==> src/rtl/packet_sink_pkg.sv <==
// ----------------------------------------------------------------------------
// packet_sink_pkg
//   Shared definitions for the flit link receive endpoint: flit type codes,
//   flit field offsets and the receiver FSM state encoding.
//   No ports (package).
// ----------------------------------------------------------------------------
package packet_sink_pkg;

    typedef enum logic [1:0] {
        FLIT_EMPTY = 2'b00,
        FLIT_HEAD  = 2'b01,
        FLIT_BODY  = 2'b10,
        FLIT_TAIL  = 2'b11
    } flit_type_e;

    typedef enum logic [1:0] {
        ST_IDLE  = 2'b00,
        ST_RECV  = 2'b01,
        ST_DRAIN = 2'b10
    } state_e;

    localparam int FLIT_TYPE_W   = 2;
    localparam int FLIT_DATA_LSB = 0;

    // The type field sits directly above the data field.
    function automatic int flit_type_lsb(input int data_size);
        return data_size;
    endfunction

endpackage

==> src/rtl/packet_sink_sat_counter.sv <==
// ----------------------------------------------------------------------------
// sat_counter
//   Up-counter that sticks at its all-ones value instead of wrapping.
//   Ports:
//     clk    in   clock, rising edge
//     a_rst  in   asynchronous reset, active-low (clears the count)
//     inc_i  in   increment request for this cycle
//     cnt_o  out  current count (CNT_W bits)
// ----------------------------------------------------------------------------
module sat_counter #(
    parameter int CNT_W = 8
) (
    input  logic             clk,
    input  logic             a_rst,
    input  logic             inc_i,
    output logic [CNT_W-1:0] cnt_o
);

    logic [CNT_W-1:0] cnt_q;
    logic [CNT_W-1:0] cnt_d;

    always_comb begin
        cnt_d = cnt_q;
        if (inc_i && (cnt_q != {CNT_W{1'b1}})) begin
            cnt_d = cnt_q + 1'b1;
        end
    end

    always_ff @(posedge clk or negedge a_rst) begin
        if (!a_rst) begin
            cnt_q <= '0;
        end else begin
            cnt_q <= cnt_d;
        end
    end

    assign cnt_o = cnt_q;

endmodule

==> src/rtl/packet_sink.sv <==
// ----------------------------------------------------------------------------
// packet_sink
//   Receive-side endpoint of the flit link. Accepts flits over the
//   wr_ready_in/r_ready_out handshake, reassembles packets, checks framing,
//   destination, length and checksum, and counts good and bad packets.
//   Ports:
//     clk          in   clock, rising edge
//     a_rst        in   asynchronous reset, active-low
//     data_i       in   flit: [DATA_SIZE+1:DATA_SIZE]=type, [DATA_SIZE-1:0]=data
//     wr_ready_in  in   sender has a valid flit on data_i
//     r_ready_out  out  sink can accept a flit this cycle
//     pkt_cnt_o    out  good packets received (saturating)
//     err_cnt_o    out  bad packets / framing errors (saturating)
//     last_src_o   out  source address of last good packet
//     err_o        out  one-cycle pulse per detected error
//     done_o       out  sticky, set once PACKS_TO_RECV good packets arrived
// ----------------------------------------------------------------------------
module packet_sink
    import packet_sink_pkg::*;
#(
    parameter int DATA_SIZE     = 4,
    parameter int ADDR_SIZE     = 1,
    parameter int ADDR          = 0,
    parameter int MAX_PACK_LEN  = 10,
    parameter int PACKS_TO_RECV = 10,
    parameter int CNT_W         = 8
) (
    input  logic                 clk,
    input  logic                 a_rst,
    input  logic [DATA_SIZE+1:0] data_i,
    input  logic                 wr_ready_in,
    output logic                 r_ready_out,
    output logic [CNT_W-1:0]     pkt_cnt_o,
    output logic [CNT_W-1:0]     err_cnt_o,
    output logic [ADDR_SIZE-1:0] last_src_o,
    output logic                 err_o,
    output logic                 done_o
);

    localparam int TYPE_LSB = flit_type_lsb(DATA_SIZE);
    // One spare bit so the length can sit at MAX_PACK_LEN+1 to mark overflow.
    localparam int LEN_W    = $clog2(MAX_PACK_LEN + 1) + 1;
    localparam logic [LEN_W-1:0]     MAX_LEN   = LEN_W'(MAX_PACK_LEN);
    localparam logic [LEN_W-1:0]     MAX_BODY  = LEN_W'(MAX_PACK_LEN - 1);
    localparam logic [CNT_W-1:0]     DONE_PREV = CNT_W'(PACKS_TO_RECV - 1);
    localparam logic [ADDR_SIZE-1:0] MY_ADDR   = ADDR_SIZE'(ADDR);

    state_e                 state_q, state_d;
    logic                   r_ready_q, r_ready_d;
    logic                   err_q, err_d;
    logic                   done_q, done_d;
    logic [ADDR_SIZE-1:0]   last_src_q, last_src_d;
    logic [ADDR_SIZE-1:0]   src_q, src_d;
    logic [LEN_W-1:0]       len_q, len_d;
    logic [DATA_SIZE-1:0]   csum_q, csum_d;
    logic                   bad_q, bad_d;

    logic                   xfer;
    flit_type_e             ftype;
    logic [DATA_SIZE-1:0]   fdata;
    logic [ADDR_SIZE-1:0]   hd_dst;
    logic [ADDR_SIZE-1:0]   hd_src;
    logic [LEN_W-1:0]       len_nx;
    logic                   pkt_inc;

    assign xfer   = wr_ready_in && r_ready_q;
    assign ftype  = flit_type_e'(data_i[TYPE_LSB +: FLIT_TYPE_W]);
    assign fdata  = data_i[FLIT_DATA_LSB +: DATA_SIZE];
    assign hd_dst = fdata[ADDR_SIZE-1:0];
    assign hd_src = fdata[2*ADDR_SIZE-1:ADDR_SIZE];
    assign len_nx = (len_q > MAX_LEN) ? len_q : len_q + LEN_W'(1);

    always_comb begin
        state_d    = state_q;
        src_d      = src_q;
        len_d      = len_q;
        csum_d     = csum_q;
        bad_d      = bad_q;
        last_src_d = last_src_q;
        err_d      = 1'b0;
        pkt_inc    = 1'b0;

        case (state_q)
            ST_IDLE: begin
                if (xfer) begin
                    if (ftype == FLIT_HEAD) begin
                        src_d   = hd_src;
                        len_d   = LEN_W'(1);
                        csum_d  = '0;
                        bad_d   = (hd_dst != MY_ADDR);
                        state_d = ST_RECV;
                    end else if (ftype != FLIT_EMPTY) begin
                        err_d = 1'b1;
                    end
                end
            end
            ST_RECV: begin
                if (xfer) begin
                    case (ftype)
                        FLIT_HEAD: begin
                            // Abandon the open packet (one error) and restart.
                            err_d  = 1'b1;
                            src_d  = hd_src;
                            len_d  = LEN_W'(1);
                            csum_d = '0;
                            bad_d  = (hd_dst != MY_ADDR);
                        end
                        FLIT_BODY: begin
                            len_d  = len_nx;
                            csum_d = csum_q ^ fdata;
                            // A body flit must leave room for the tail.
                            if (len_nx > MAX_BODY) begin
                                bad_d = 1'b1;
                            end
                        end
                        FLIT_TAIL: begin
                            len_d = len_nx;
                            if (!bad_q && (len_nx <= MAX_LEN) && (fdata == csum_q)) begin
                                pkt_inc    = 1'b1;
                                last_src_d = src_q;
                            end else begin
                                err_d = 1'b1;
                            end
                            state_d = ST_DRAIN;
                        end
                        default: ;
                    endcase
                end
            end
            ST_DRAIN: state_d = ST_IDLE;
            default:  state_d = ST_IDLE;
        endcase

        r_ready_d = (state_d != ST_DRAIN);
        done_d    = done_q || (pkt_inc && (pkt_cnt_o >= DONE_PREV));
    end

    always_ff @(posedge clk or negedge a_rst) begin
        if (!a_rst) begin
            state_q    <= ST_IDLE;
            r_ready_q  <= 1'b0;
            err_q      <= 1'b0;
            done_q     <= 1'b0;
            last_src_q <= '0;
        end else begin
            state_q    <= state_d;
            r_ready_q  <= r_ready_d;
            err_q      <= err_d;
            done_q     <= done_d;
            last_src_q <= last_src_d;
        end
    end

    // Per-packet working registers; only meaningful once a HEAD loads them.
    always_ff @(posedge clk) begin
        src_q  <= src_d;
        len_q  <= len_d;
        csum_q <= csum_d;
        bad_q  <= bad_d;
    end

    sat_counter #(.CNT_W(CNT_W)) u_pkt_cnt (
        .clk   (clk),
        .a_rst (a_rst),
        .inc_i (pkt_inc),
        .cnt_o (pkt_cnt_o)
    );

    sat_counter #(.CNT_W(CNT_W)) u_err_cnt (
        .clk   (clk),
        .a_rst (a_rst),
        .inc_i (err_d),
        .cnt_o (err_cnt_o)
    );

    assign r_ready_out = r_ready_q;
    assign err_o       = err_q;
    assign done_o      = done_q;
    assign last_src_o  = last_src_q;

endmodule

==> config.mk <==
export PLATFORM = sky130hd
export DESIGN_NAME = packet_sink
export DESIGN_NICKNAME = d
export VERILOG_FILES = /design/src/rtl/packet_sink_pkg.sv /design/src/rtl/packet_sink_sat_counter.sv /design/src/rtl/packet_sink.sv
export SDC_FILE = /design/constraint.sdc
export NUM_CORES = 1
export LEC_CHECK = 0
export CAP_MARGIN = 5
export CORE_MARGIN = 4
export CORE_UTILIZATION = 45
export CTS_BUF_LIST = sky130_fd_sc_hd__clkbuf_8 sky130_fd_sc_hd__clkbuf_16
export DETAILED_ROUTE_END_ITERATION = 10
export DONT_BUFFER_PORTS = 1
export SETUP_SLACK_MARGIN = 0.3
export SLEW_MARGIN = 40
export SYNTH_ARGS = -nofsm -noshare
export SYNTH_HDL_FRONTEND = slang
export SYNTH_SLANG_ARGS = --single-unit
==> constraint.sdc <==
create_clock -name clk -period 6.71 [get_ports clk]
set_input_delay 0.671 -clock clk [delete_from_list [all_inputs] [get_ports clk]]
set_output_delay 0.671 -clock clk [all_outputs]
set_load 0.05 [all_outputs]
==> impl_summary.md <==
Outcome
The flow ran to the end, and the final reports show no timing, DRC or antenna violations.

Yosys
The netlist uses 41 different library cells. The cell count after synthesis came out at 171. The number of register bits inferred by synthesis is 33.

By area the synthesized netlist is led by dfrtp_1, edfxtp_1, xnor2_1, nor2_1, ha_1. The share of the synthesized area in the top cell type is 0.306. The cell taking the most area after synthesis is dfrtp_1. The synthesized-area fraction occupied by xor and xnor cells is 0.0828. The share of cell area taken by muxes after synthesis is 0.0362. Of the total synthesized cell area, the portion taken by AND, OR, NAND and NOR gates is 0.213. Counting every net in the synthesized netlist gives 186. The commonest register cell after synthesis is dfrtp_1. Averaged over all synthesized cells, the footprint is 10.5 µm². Sorting the synthesized cells by how often they occur yields dfrtp_1, nor2_1, edfxtp_1. Of all flip-flops after synthesis, the portion carrying an async set or reset was 0.667. Of the total synthesized cell area, the portion taken by full adders, half adders and majority gates is 0.0417. The most frequent cell after synthesis is dfrtp_1. The combinational family with the most area after synthesis is simple AND/OR/NAND/NOR gates.

The area of the mapped netlist is 0.00180 mm². The number of warning messages in the yosys log is 0. The fraction of the mapped netlist area in compound gates is 0.111.

The number of flops mapped to enable cells by yosys is 11. The share of the Yosys chip area taken by registers is 0.490.

Floorplan
The initial core utilization is 0.477. The chip width is 71.2 µm. 29 I/O pins were placed. The core outline area is 0.00377 mm². The initialized floorplan defines 22 standard-cell rows.

The die covers 0.00507 mm². The die outline height is 71.2 µm.

Worst setup path
The start-to-end type of the worst setup path is reg2reg. Of all nets on the critical path, the largest fanout is 9. STA classifies the critical path startpoint as a register. The worst setup path is captured at a register. The required time of the critical path is 6.87 ns. The arrival time reported for the critical path endpoint is 2.94 ns.

Pwr
The analysis attributes to cell leakage a power of 0.832 nW. In this run the power density over the cells is 283 mW/mm². Across the VDD grid, the largest voltage drop is 0.000300 V.

Timing
The worst hold margin is 0.0806 ns. The sum of negative setup slack is 0 ns. For the pin with the worst max-slew slack, the measured transition is 0.624 ns. The count of endpoints failing hold in the final timing report is 0. The final setup slack of the worst path is 3.93 ns. Clock skew on the completed layout was measured at 0.00347 ns. The post-route clock period utilization is 0.414. The number of pins exceeding their max-slew limit in the final report is 0. Counting I/O delays and the setup requirement, the final critical path takes 2.78 ns. In this run the tightest slew margin relative to its limit is 0.584. Setup repair after global routing left no endpoint under its margin. Static timing analysis puts the maximum clock frequency at 360 MHz. Setup violations remaining at the end of the flow were counted as 0.

Route
The detail route stage leaves a number of antenna-violating nets equal to 0. After detailed routing, the number of remaining DRC violations is 0. The routed via count is 1263.

The final layout contains routed wiring with a total length of 3500 µm. Dividing the detail-routed via count by the number of cells gives 5.69. The pre-antenna-repair detailed-routing pass consisted of 4 iterations.

The violation count after the first detailed-routing iteration is 78. In the final routed layout, each cell accounts on average for 15.8 µm.

Clock network
Once the clock tree was built, the resizer swapped 0 gates to a different size. At the later pin of the worst-skew pair, clock insertion delay measures 0.28 ns. In this run, post-CTS hold repair placed 0 buffers.

The number of setup buffers added after CTS is 0. The number of sinks handled by clock tree synthesis is 33. The tree is rooted in a clkbuf_8.

The TritonCTS clock tree is yes. Clock-pin slew was measured on the worst setup and hold paths at 0.07 ns. The H-tree was split into 2 levels. The clock passes through at most 2 buffers. The total CTS buffers is 5.

Global route
The via count of the first global-routing pass is 1278. The first global-routing pass estimated 6130 µm of wire. Global routing finished with a remaining overflow of 0. The total track usage is 0.154. The number of antenna violations at the first check in global routing is 0. The largest net degree at the start of global routing is 23.

Cells and area
The fill cell total of the finished layout is 331. The layout-stage area growth over the synthesis result is 8.34%. The total inserted antenna cells is 0. The final-stage net count is 188. The fraction of final layout cells with drive strength greater than 1 is 0.0977.

Flow run
The number of max-cap violations is 0.

Placement
The detailed placer's ending HPWL is 2630 µm. The total of buffers placed on input and output ports is 0. The last weighted congestion value of the routability-driven placer is 0.926. The setup slack at placement is 3.95 ns.

Min path
The min-delay analysis places its worst path in the category in2async.
==> cell type report <==
class | instances | area, µm² | area share
multi-input cells | 126 | 871 | 0.447
clock buffers | 7 | 108 | 0.0552
inverters | 7 | 26.3 | 0.0135
flip-flops and latches | 33 | 881 | 0.452
clock inverters | 1 | 3.75 | 0.00193
well taps | 48 | 60.1 | 0.0308
==> worst max-delay path, cell delays in order, from the launching register on <==
cell and delay (ns):
edfxtp_1 0.51, inv_1 0.10, ha_1 0.19, nand2b_1 0.16, nand2b_1 0.09, a311o_1 0.43, a2111oi_4 0.65, nand2_1 0.21
mux2_2 0.32
==> logic make-up after synthesis <==
logic type | count (synthesis)
adder cells (fa/ha/maj) | 6
AO/OA/AOI/OAI | 23
flip-flops | 33
multiplexers | 6
XOR/XNOR | 17
AND/OR/NAND/NOR | 74
buffers and inverters | 12
==> layout by cell type, fill, tap and decap left out, drive strengths merged, types with 2 or more instances in the layout <==
| cell type | n |
|---|---|
| a2111oi | 2 |
| a21o | 2 |
| a21oi | 7 |
| a31oi | 3 |
| and3 | 5 |
| clkbuf | 7 |
| dfrtp | 22 |
| edfxtp | 11 |
| ha | 6 |
| inv | 8 |
| mux2 | 4 |
| mux2i | 2 |
| nand2 | 9 |
| nand2b | 6 |
| nand3 | 7 |
| nand4 | 5 |
| nor2 | 21 |
| nor2b | 2 |
| nor3 | 6 |
| nor4 | 3 |
| o21ai | 2 |
| or3 | 2 |
| xnor2 | 10 |
| xor2 | 7 |
==> state kept, by name, summed over array words and instances (netlist names) <==
signal and count:
bad_q 1, csum_q 4, done_o 1, err_o 1, last_src_o 1, len_q 5, r_ready_out 1, src_q 1
state_q 2, u_err_cnt.cnt_o 8, u_pkt_cnt.cnt_o 8
==> layer usage <==
layer	GRT usage	vias to the layer above	part of all wire
met5	0	-	0
met1	0.195	598	0.44
li1	-	610	-
met3	0.0631	4	0.082
met4	0.0585	0	0.0063
met2	0.235	51	0.47
==> metrics by stage <==
step / instances / utilization / power (mW) / area [µm²]
2_1_floorplan: 171 / - / 0.366 / 1800
4_1_cts: 222 / 0.517 / 0.559 / 1950
3_3_place_gp: 214 / 0.487 / 0.380 / 1840
6_report: 222 / 0.517 / 0.551 / 1950
5_1_grt: 222 / 0.517 / 0.578 / 1950
3_5_place_dp: 214 / 0.487 / 0.383 / 1840
==> final timing paths <==
check,startpoint,to,slack [ns],cells past startpoint
worst max-delay path,len_q[0],u_pkt_cnt.cnt_o[1],3.93,8
worst min-delay path,a_rst,u_err_cnt.cnt_o[6],0.08,0
worst max register to register,len_q[0],u_pkt_cnt.cnt_o[1],3.93,8
worst min register to register,src_q,last_src_o,0.48,1
max in group asynchronous,a_rst,u_pkt_cnt.cnt_o[2],6.56,0
min in group clk,src_q,last_src_o,0.48,1
==> where the power goes <==
group	switching (mW)	internal [mW]	total, mW
Sequential	0.0878	0.229	0.317
Clock	0.0692	0.104	0.174
Combinational	0.0320	0.0284	0.0604
(Power assumes the default switching activity.)
